<file path="src/rtl/terminal_inject_arbiter_pkg.sv">
// Shared types and sizing helpers for the terminal inject arbiter.
// Widths are functions because N_REQ and BURST are per-instance parameters.
package inject_arb_pkg;

    typedef enum logic [0:0] {
        IDLE  = 1'b0,
        OFFER = 1'b1
    } arb_state_e;

    localparam int PKT_CNT_W = 16;

    function automatic int id_w(input int n_req);
        return (n_req < 2) ? 1 : $clog2(n_req);
    endfunction

    function automatic int bcnt_w(input int burst);
        return $clog2(burst + 1);
    endfunction

endpackage

</file>
<file path="src/rtl/terminal_inject_arbiter_rr_pick.sv">
// Combinational round-robin search: first eligible index after i_last, wrapping.
// With i_excl set, i_last itself is never returned.
module rr_pick #(
    parameter int N_REQ = 4,
    parameter int ID_W  = 2
) (
    input  logic [N_REQ-1:0] i_elig,
    input  logic [ID_W-1:0]  i_last,
    input  logic             i_excl,
    output logic             o_found,
    output logic [ID_W-1:0]  o_idx
);

    always_comb begin
        int          v_cand;
        logic [ID_W-1:0] v_idx;
        o_found = 1'b0;
        o_idx   = '0;
        v_cand  = 0;
        v_idx   = '0;
        // offset N_REQ lands back on i_last, which is the lowest priority
        for (int off = 1; off <= N_REQ; off++) begin
            v_cand = int'(i_last) + off;
            if (v_cand >= N_REQ) begin
                v_cand = v_cand - N_REQ;
            end
            v_idx = ID_W'(v_cand);
            if (!o_found && i_elig[v_idx] && !(i_excl && off == N_REQ)) begin
                o_found = 1'b1;
                o_idx   = v_idx;
            end
        end
    end

endmodule

</file>
<file path="src/rtl/terminal_inject_arbiter.sv">
// Round-robin arbiter with per-grant burst quota feeding one router terminal port.
// A one-entry hold register is refilled in the same cycle the router pops it.
module terminal_inject_arbiter
    import inject_arb_pkg::*;
#(
    parameter int N_REQ     = 4,
    parameter int PAKG_SIZE = 32,
    parameter int BURST     = 2
) (
    input  logic                       clk_i,
    input  logic                       rst_i,
    input  logic [N_REQ-1:0]           req_pndng_i,
    input  logic [N_REQ*PAKG_SIZE-1:0] req_data_i,
    input  logic [N_REQ-1:0]           req_mask_i,
    output logic [N_REQ-1:0]           req_pop_o,
    output logic                       pndng_o,
    output logic [PAKG_SIZE-1:0]       data_o,
    input  logic                       popin_i,
    output logic [id_w(N_REQ)-1:0]     gnt_id_o,
    output logic [PKT_CNT_W-1:0]       pkt_cnt_o
);

    localparam int ID_W   = id_w(N_REQ);
    localparam int BCNT_W = bcnt_w(BURST);
    localparam logic [BCNT_W-1:0] BURST_V  = BCNT_W'(BURST);
    localparam logic [BCNT_W-1:0] BCNT_ONE = BCNT_W'(1);
    localparam logic [ID_W-1:0]   LAST_RST = ID_W'(N_REQ - 1);

    arb_state_e           r_state;
    logic [PAKG_SIZE-1:0] r_hold;
    logic [ID_W-1:0]      r_gnt;
    logic [ID_W-1:0]      r_last;
    logic [BCNT_W-1:0]    r_burst;
    logic [PKT_CNT_W-1:0] r_cnt;

    logic [N_REQ-1:0]     w_elig;
    logic                 w_offer;
    logic                 w_found;
    logic [ID_W-1:0]      w_rr_idx;
    logic                 w_last_elig;
    logic                 w_pop_en;
    logic [ID_W-1:0]      w_sel;
    logic [BCNT_W-1:0]    w_next_burst;
    logic [PAKG_SIZE-1:0] w_sel_data;
    logic                 w_consume;

    assign w_elig      = req_pndng_i & req_mask_i;
    assign w_offer     = (r_state == OFFER);
    assign w_last_elig = w_elig[r_last];
    assign w_consume   = w_offer & popin_i;

    // While offering, the search skips the current owner so a competitor wins once the quota is spent
    rr_pick #(
        .N_REQ (N_REQ),
        .ID_W  (ID_W)
    ) u_rr_pick (
        .i_elig  (w_elig),
        .i_last  (r_last),
        .i_excl  (w_offer),
        .o_found (w_found),
        .o_idx   (w_rr_idx)
    );

    always_comb begin
        w_pop_en     = 1'b0;
        w_sel        = w_rr_idx;
        w_next_burst = BCNT_ONE;
        if (!w_offer) begin
            w_pop_en = w_found;
        end else if (popin_i) begin
            if (r_burst < BURST_V && w_last_elig) begin
                w_pop_en     = 1'b1;
                w_sel        = r_last;
                w_next_burst = r_burst + BCNT_ONE;
            end else if (w_found) begin
                w_pop_en = 1'b1;
            end else if (w_last_elig) begin
                // sole eligible requester: quota restarts, nobody is starved
                w_pop_en = 1'b1;
                w_sel    = r_last;
            end
        end
    end

    always_comb begin
        w_sel_data = '0;
        for (int k = 0; k < N_REQ; k++) begin
            if (w_sel == ID_W'(k)) begin
                w_sel_data = req_data_i[k*PAKG_SIZE +: PAKG_SIZE];
            end
        end
    end

    always_comb begin
        req_pop_o = '0;
        if (w_pop_en && rst_i) begin
            req_pop_o[w_sel] = 1'b1;
        end
    end

    always_ff @(posedge clk_i) begin
        if (!rst_i) begin
            r_state <= IDLE;
            r_hold  <= '0;
            r_gnt   <= '0;
            r_last  <= LAST_RST;
            r_burst <= '0;
            r_cnt   <= '0;
        end else begin
            if (w_consume) begin
                r_cnt <= r_cnt + 1'b1;
            end
            if (w_pop_en) begin
                r_state <= OFFER;
                r_hold  <= w_sel_data;
                r_gnt   <= w_sel;
                r_last  <= w_sel;
                r_burst <= w_next_burst;
            end else if (w_consume) begin
                r_state <= IDLE;
            end
        end
    end

    assign pndng_o   = w_offer;
    assign data_o    = r_hold;
    assign gnt_id_o  = r_gnt;
    assign pkt_cnt_o = r_cnt;

endmodule

</file>
<file path="config.mk">
export PLATFORM = sky130hd
export DESIGN_NAME = terminal_inject_arbiter
export DESIGN_NICKNAME = d
export VERILOG_FILES = /design/src/rtl/terminal_inject_arbiter_pkg.sv /design/src/rtl/terminal_inject_arbiter_rr_pick.sv /design/src/rtl/terminal_inject_arbiter.sv
export SDC_FILE = /design/constraint.sdc
export NUM_CORES = 1
export LEC_CHECK = 0
export ABC_CLOCK_PERIOD_IN_PS = 3360
export CELL_PAD_IN_SITES_DETAIL_PLACEMENT = 2
export CELL_PAD_IN_SITES_GLOBAL_PLACEMENT = 2
export CORE_ASPECT_RATIO = 0.9
export CORE_MARGIN = 2
export CORE_UTILIZATION = 20
export CTS_BUF_LIST = sky130_fd_sc_hd__clkbuf_4
export DETAILED_ROUTE_END_ITERATION = 10
export PLACE_DENSITY_LB_ADDON = 0.15
export SETUP_SLACK_MARGIN = 0.15
export SYNTH_ARGS = -nofsm -noshare
export SYNTH_HDL_FRONTEND = slang
export SYNTH_SLANG_ARGS = --single-unit
export TNS_END_PERCENT = 30
</file>
<file path="constraint.sdc">
create_clock -name clk_i -period 3.36 [get_ports clk_i]
set_input_delay 0.672 -clock clk_i [delete_from_list [all_inputs] [get_ports clk_i]]
set_output_delay 0.672 -clock clk_i [all_outputs]
set_load 0.02 [all_outputs]
</file>
# Yosys cells after proc, flatten, opt, wreduce, memory -nomap -nowiden
# Index checks and enable logic that the tools add are counted.
dict set report totals {
  ff_bits 55
  input_bits 139
  out_inout_bits 55
  elab_cells 90
}
dict set report op_classes {
  add_sub_neg 10
  magnitude_cmp 12
  n_eq_ne 3
  muxes 44
  n_bitwise 2
  reduce_logical 13
}
# cell count
set ops {}
lappend ops {{$mux W32} 4}
lappend ops {{$mux W2} 16}
lappend ops {{$lt A2 B3 Y1 const B} 6}
lappend ops {{$mux W1} 17}
lappend ops {{$add A16 B1 Y16 const B} 1}
lappend ops {{$bmux W1 S2} 5}
lappend ops {{$ge A3 B3 Y1 const B} 3}
lappend ops {{$sub A2 B1 Y2 const B} 4}
lappend ops {{$logic_and A1 B1 Y1} 7}
lappend ops {{$add A2 B2 Y3 const B} 2}
lappend ops {{$add A2 B3 Y4 const B} 1}
lappend ops {{$and A4 B4 Y4} 1}
lappend ops {{$eq A2 B2 Y1 const B} 2}
lappend ops {{$ge A4 B3 Y1 const B} 1}
lappend ops {{$logic_not A1 Y1} 4}
lappend ops {{$mux W4} 1}
lappend ops {{$add A2 B1 Y3 const B} 1}
lappend ops {{$add A2 B1 Y2 const B} 1}
lappend ops {{$demux W1 S2} 1}
lappend ops {{$eq A2 B1 Y1 const B} 1}
lappend ops {{$ge A2 B1 Y1 const B} 1}
lappend ops {{$logic_not A2 Y1} 1}
lappend ops {{$lt A2 B2 Y1 const B} 1}
lappend ops {{$reduce_bool A2 Y1} 1}
lappend ops {{$and A1 B1 Y1} 1}

# Depth between registers and ports, before layout
dict set report logic_depth {
  word_depth 26
  ltp_mapped 10
}

# Modules after synthesis
# Synthesis repeated with hierarchy kept, for this count alone.
dict set report hier_totals {
  cells_unflattened 443
  hier_area_um2 3510.9
}
# module instances cells_each area_each_um2 seq_area_each_um2
set by_module_without_submodules {}
lappend by_module_without_submodules {terminal_inject_arbiter 1 415 3323.2 1101.1}
lappend by_module_without_submodules {rr_pick 1 28 187.7 0.0}

# Least setup slack after synthesis
# Ideal clock, no wire load.
dict set report synth_path {
  path_type {in2out}
  start {input port req_pndng_i[1]}
  end {output port req_pop_o[0]}
  arrival_ns 2.499
  setup_slack_ns 0.189
  stages 7
  path_buffers 1
  path_cell_list {nand2_1 > mux4_2 > nor3_4 > nor2_2 > or2_4 > buf_2 > nor3_1}
}
dict set report synth_between {
  elab_chain_len 24
  elab_cells_between_ends 44
  classes_between {order compare: 2; mux: 31; bitwise: 1; reduce/logical: 10}
}
# item line_no
set synth_rtl {}
lappend synth_rtl {{from (decl)} terminal_inject_arbiter.sv:12} ;# input logic [N_REQ-1:0] req_pndng_i,
lappend synth_rtl {{$and A4 B4 Y4 *} terminal_inject_arbiter.sv:47} ;# assign w_elig = req_pndng_i & req_mask_i;
lappend synth_rtl {{$bmux W1 S2} terminal_inject_arbiter_rr_pick.sv:28} ;# if (!o_found && i_elig[v_idx] && !(i_excl && off == N_REQ)) begin
lappend synth_rtl {{$mux W1 (not written as such)} terminal_inject_arbiter_rr_pick.sv:28}
lappend synth_rtl {{$mux W1} terminal_inject_arbiter_rr_pick.sv:28}
lappend synth_rtl {{$logic_not A1 Y1} terminal_inject_arbiter_rr_pick.sv:28}
lappend synth_rtl {{$logic_and A1 B1 Y1} terminal_inject_arbiter_rr_pick.sv:28}
lappend synth_rtl {{$mux W1} terminal_inject_arbiter_rr_pick.sv:28}
lappend synth_rtl {{$logic_not A1 Y1} terminal_inject_arbiter_rr_pick.sv:28}
lappend synth_rtl {{(+8 left out)} --}
lappend synth_rtl {{$mux W2} terminal_inject_arbiter.sv:71} ;# if (r_burst < BURST_V && w_last_elig) begin
lappend synth_rtl {{$mux W2} terminal_inject_arbiter.sv:70} ;# end else if (popin_i) begin
lappend synth_rtl {{$mux W2} terminal_inject_arbiter.sv:68} ;# if (!w_offer) begin
lappend synth_rtl {{$lt A2 B3 Y1 (not written as such) / $ge A2 B1 Y1 (equally long branches)} terminal_inject_arbiter.sv:97} ;# req_pop_o[w_sel] = 1'b1;
lappend synth_rtl {{$logic_and A1 B1 Y1 (not written as such)} terminal_inject_arbiter.sv:97}
lappend synth_rtl {{$mux W1 (not written as such)} terminal_inject_arbiter.sv:97}
lappend synth_rtl {{$demux W1 S2} terminal_inject_arbiter.sv:97}
lappend synth_rtl {{$mux W4 *} terminal_inject_arbiter.sv:96} ;# if (w_pop_en && rst_i) begin
lappend synth_rtl {{to (decl)} terminal_inject_arbiter.sv:15} ;# output logic [N_REQ-1:0] req_pop_o,
# Mark *: on every way between the ends. The rest lies on a longest branch, timed or not. The select of a mux whose other input is x is not followed.

# Worst setup path in the final report
dict set report layout_path {
  start {input port req_pndng_i[2]}
  end {output port req_pop_o[2]}
}
# Same word-level chain as after synthesis.

==> impl_metrics.env <==
export IMPL_syn_inst=368
export IMPL_vias_per_cell=4.65
export IMPL_ios=194
export IMPL_ys_flop_type="dfxtp_1"
export IMPL_netlist_top_cells_count="55 x dfxtp_1, 48 x nand2_1, 43 x nor2_1, 34 x o21ai_0, 32 x mux2i_1"
export IMPL_grtUsageTotal=0.181
export IMPL_critPathLaunchType="input pin"
export IMPL_min_period_over_period=0.933
export IMPL_hold_end="data_o[27]"
export IMPL_syn_nets=508
export IMPL_power_share_clock=0.158
export IMPL_power_switching_mw=0.823
export IMPL_status="complete, no violations"
export IMPL_slew_viol_final=0
export IMPL_synth_area_leaders="dfxtp_1 36%, mux2i_1 10%, o221ai_1 8.8%, nand2_1 5.8%, o21ai_0 5.5%"
export IMPL_htreeDepth=2
export IMPL_crit_type="input pin to output pin"
export IMPL_syn2layout_area_growth_pct=78.6
export IMPL_period_minus_slack_ps=3140
export IMPL_synth_top_area_frac=0.357
export IMPL_firstDrtPassIters=4
export IMPL_endpoint_kind="output pin"
export IMPL_clkTransAtPathRegs_ps=200
export IMPL_hold_violations=0
export IMPL_clk_latency_ps=440
export IMPL_fmax_mhz=319
export IMPL_switching_share=0.376
export IMPL_drive_gt1_frac=0.115
export IMPL_holdPathStages=2
export IMPL_hp_start="data_o[27]"
export IMPL_critical_path_required_ps=2690
export IMPL_dpl_hpwl_um=10700
export IMPL_rr_worst_depth=9
export IMPL_grt_pass1_wl_um=22400
export IMPL_setup_slack_ps=223
export IMPL_fin_util=0.362
export IMPL_gp_congestion=0.760
export IMPL_ys_warn_count=0
export IMPL_vdd_drop_max_uv=151
export IMPL_worst_pin_slew_ps=329
export IMPL_grt_pass1_vias=4067
export IMPL_post_route_drc_count=0
export IMPL_ys_ff_latch=55
export IMPL_overflow=0
export IMPL_maxCapViolCount=0
export IMPL_ys_types=44
export IMPL_hold_worst_slack_ps=493
export IMPL_cts_buffer_depth=2
export IMPL_seq_area_frac_synth=0.357
export IMPL_setup_tns_ps=0
export IMPL_rows=43
export IMPL_die_y_um=122
export IMPL_wl_per_cell_um=18.9
export IMPL_die_x_um=135
export IMPL_hold_path_class="register to register"
export IMPL_fin_skew_ps=22.2
export IMPL_fp_coreArea_um2=15200
export IMPL_pre_cts_ws_ps=-604
export IMPL_syn_cell_area_um2=3090
export IMPL_drt_initial_drc_count=133
export IMPL_synth_edf_count=0
export IMPL_seqPwrFrac=0.364
export IMPL_rsz0062_at_grt="true"
export IMPL_synth_area_leader_cell="dfxtp_1"
export IMPL_power_density_nw_per_um2=397
export IMPL_cts_tree="yes"
export IMPL_nets=712
export IMPL_via_count=3611
export IMPL_r2r_start="r_last[1]"
export IMPL_ant_nets=0
export IMPL_avgSynthCellArea_um2=8.38
export IMPL_slew_headroom=0.781
export IMPL_initial_utilization=0.203
export IMPL_p_int_mw=1.36
export IMPL_comb_power_share=0.478
export IMPL_crit_fanout=5
export IMPL_antenna_found_initial=1
export IMPL_arrival_ps=2460
export IMPL_yosysMostFrequentCell="dfxtp_1"
export IMPL_grt_max_degree=36
export IMPL_drt_total_wl_um=14700
export IMPL_cts_buffers=5
export IMPL_critical_path_max_stage_delay_ps=530
export IMPL_io_buffers=193
export IMPL_timing_rr_end="data_o[18]"
export IMPL_cpMaxStageDelayCell="mux4_2"
export IMPL_leakage_nw=2.03
export IMPL_r2r_slack_ps=460
export IMPL_setup_violations=0
export IMPL_root_buffer="clkbuf_4"
export IMPL_async_flop_share=0
export IMPL_path_cells="dlygate4sd2_1, nand2_2, mux4_2, o211ai_1, o311a_4, or2_4, buf_12, nor2_2, buf_4"
export IMPL_cts_sinks=55
export IMPL_dieArea_um2=16400
[how the worst max path moves through the flow]
| stage | start | end | slack, ps | cells past startpoint |
|---|---|---|---|---|
| 2_1_floorplan | req_pndng_i[1] | req_pop_o[0] | 190 | 7 |
| 3_3_place_gp | req_pndng_i[3] | data_o[18] | -510 | 10 |
| 3_5_place_dp | req_pndng_i[3] | data_o[16] | -600 | 10 |
| 4_1_cts | req_pndng_i[3] | req_pop_o[2] | 170 | 9 |
| 5_1_grt | req_mask_i[2] | req_pop_o[2] | 100 | 10 |
| 6_report | req_pndng_i[2] | req_pop_o[2] | 220 | 9 |
[power by group through the flow]
stage / clock, mW / sequential (mW) / combinational, mW
2_1_floorplan: 0 / 0.896 / 0.390
3_3_place_gp: 0 / 0.804 / 0.937
3_5_place_dp: 0 / 0.809 / 0.952
4_1_cts: 0.376 / 0.797 / 1.06
5_1_grt: 0.395 / 0.810 / 1.13
6_report: 0.346 / 0.796 / 1.04
[placed cells by master, fill, tap and decap left out, types with 2 or more instances in the layout]
master and n:
buf_4 27, o21ai_0 34, buf_2 2, and2_1 21, nand3_1 8, mux2i_1 32, clkinv_4 2, clkbuf_4 5
nand4_1 5, clkdlybuf4s50_1 181, dfxtp_4 2, xnor2_1 12, o211ai_1 4, nor3_2 2, clkbuf_2 4, o221ai_1 31
xor2_1 2, dfxtp_1 53, o21ai_1 4, nand2_1 47, nor2b_1 3, a21boi_0 3, nor2_1 40, and4_1 3
bufbuf_16 2, buf_12 3, o21ai_2 2, and3_1 2, nor2_2 4, or3_1 3, a21oi_1 3, dlygate4sd2_1 4
[area by class of cell]
class,instances,area [um2]
Sequential cell,55,1110
Inverter,1,3.75
Clock buffer,5,37.5
Multi-Input combinational cell,285,1870
Clock inverter,3,25.0
Fill cell,1656,9710
Tap cell,202,253
Antenna cell,1,2.50
Timing Repair Buffer,224,2220
[kinds of logic (layout without fill, tap and decap cells)]
kind of cell             after synthesis  after routing  synth area share
AND/OR/NAND/NOR                      145            145             0.223
multiplexers                          33             33             0.111
buffers and inverters                 28            233            0.0539
XOR/XNOR                              14             14            0.0397
other                                  0              1                 0
flip-flops                            55             55             0.357
adder cells (fa/ha/maj)                1              1           0.00405
AO/OA/AOI/OAI                         92             92             0.212
[state kept, by name, summed over array words and instances (netlist names)]
signal,count
data_o,32
pkt_cnt_o,16
gnt_id_o,2
r_burst,2
r_last,2
pndng_o,1
[critical path: cells and delay by family]
| kind | cells | cell delay, ps |
|---|---|---|
| simple gates | 3 | 290 |
| mux | 1 | 530 |
| buf+inv | 3 | 500 |
| compound gates | 2 | 460 |
[stage by stage]
stage / total power [mW] / cell area, um2 / std cells
2_1_floorplan: 1.29 / 3090 / 368
3_3_place_gp: 1.74 / 5290 / 759
3_5_place_dp: 1.76 / 5290 / 759
4_1_cts: 2.23 / 5500 / 775
5_1_grt: 2.33 / 5510 / 776
6_report: 2.19 / 5510 / 776
[routing by layer]
metal	vias to the layer above	share of wire	track usage
met3	14	0.088	0.0670
li1	1735	-	-
met5	-	0	0
met1	1736	0.44	0.220
met4	0	0.017	0.0579
met2	126	0.46	0.297
[what timing repair did]
item | in CTS | in global routing
setup buffers | 6 | 0
pin swaps | 9 | 3
endpoints found under the setup margin | 22 | 22
resized for setup | 32 | 15
hold buffers | 0 | 0
cloned | 2 | 0
Power figures use the tool's default switching activity.
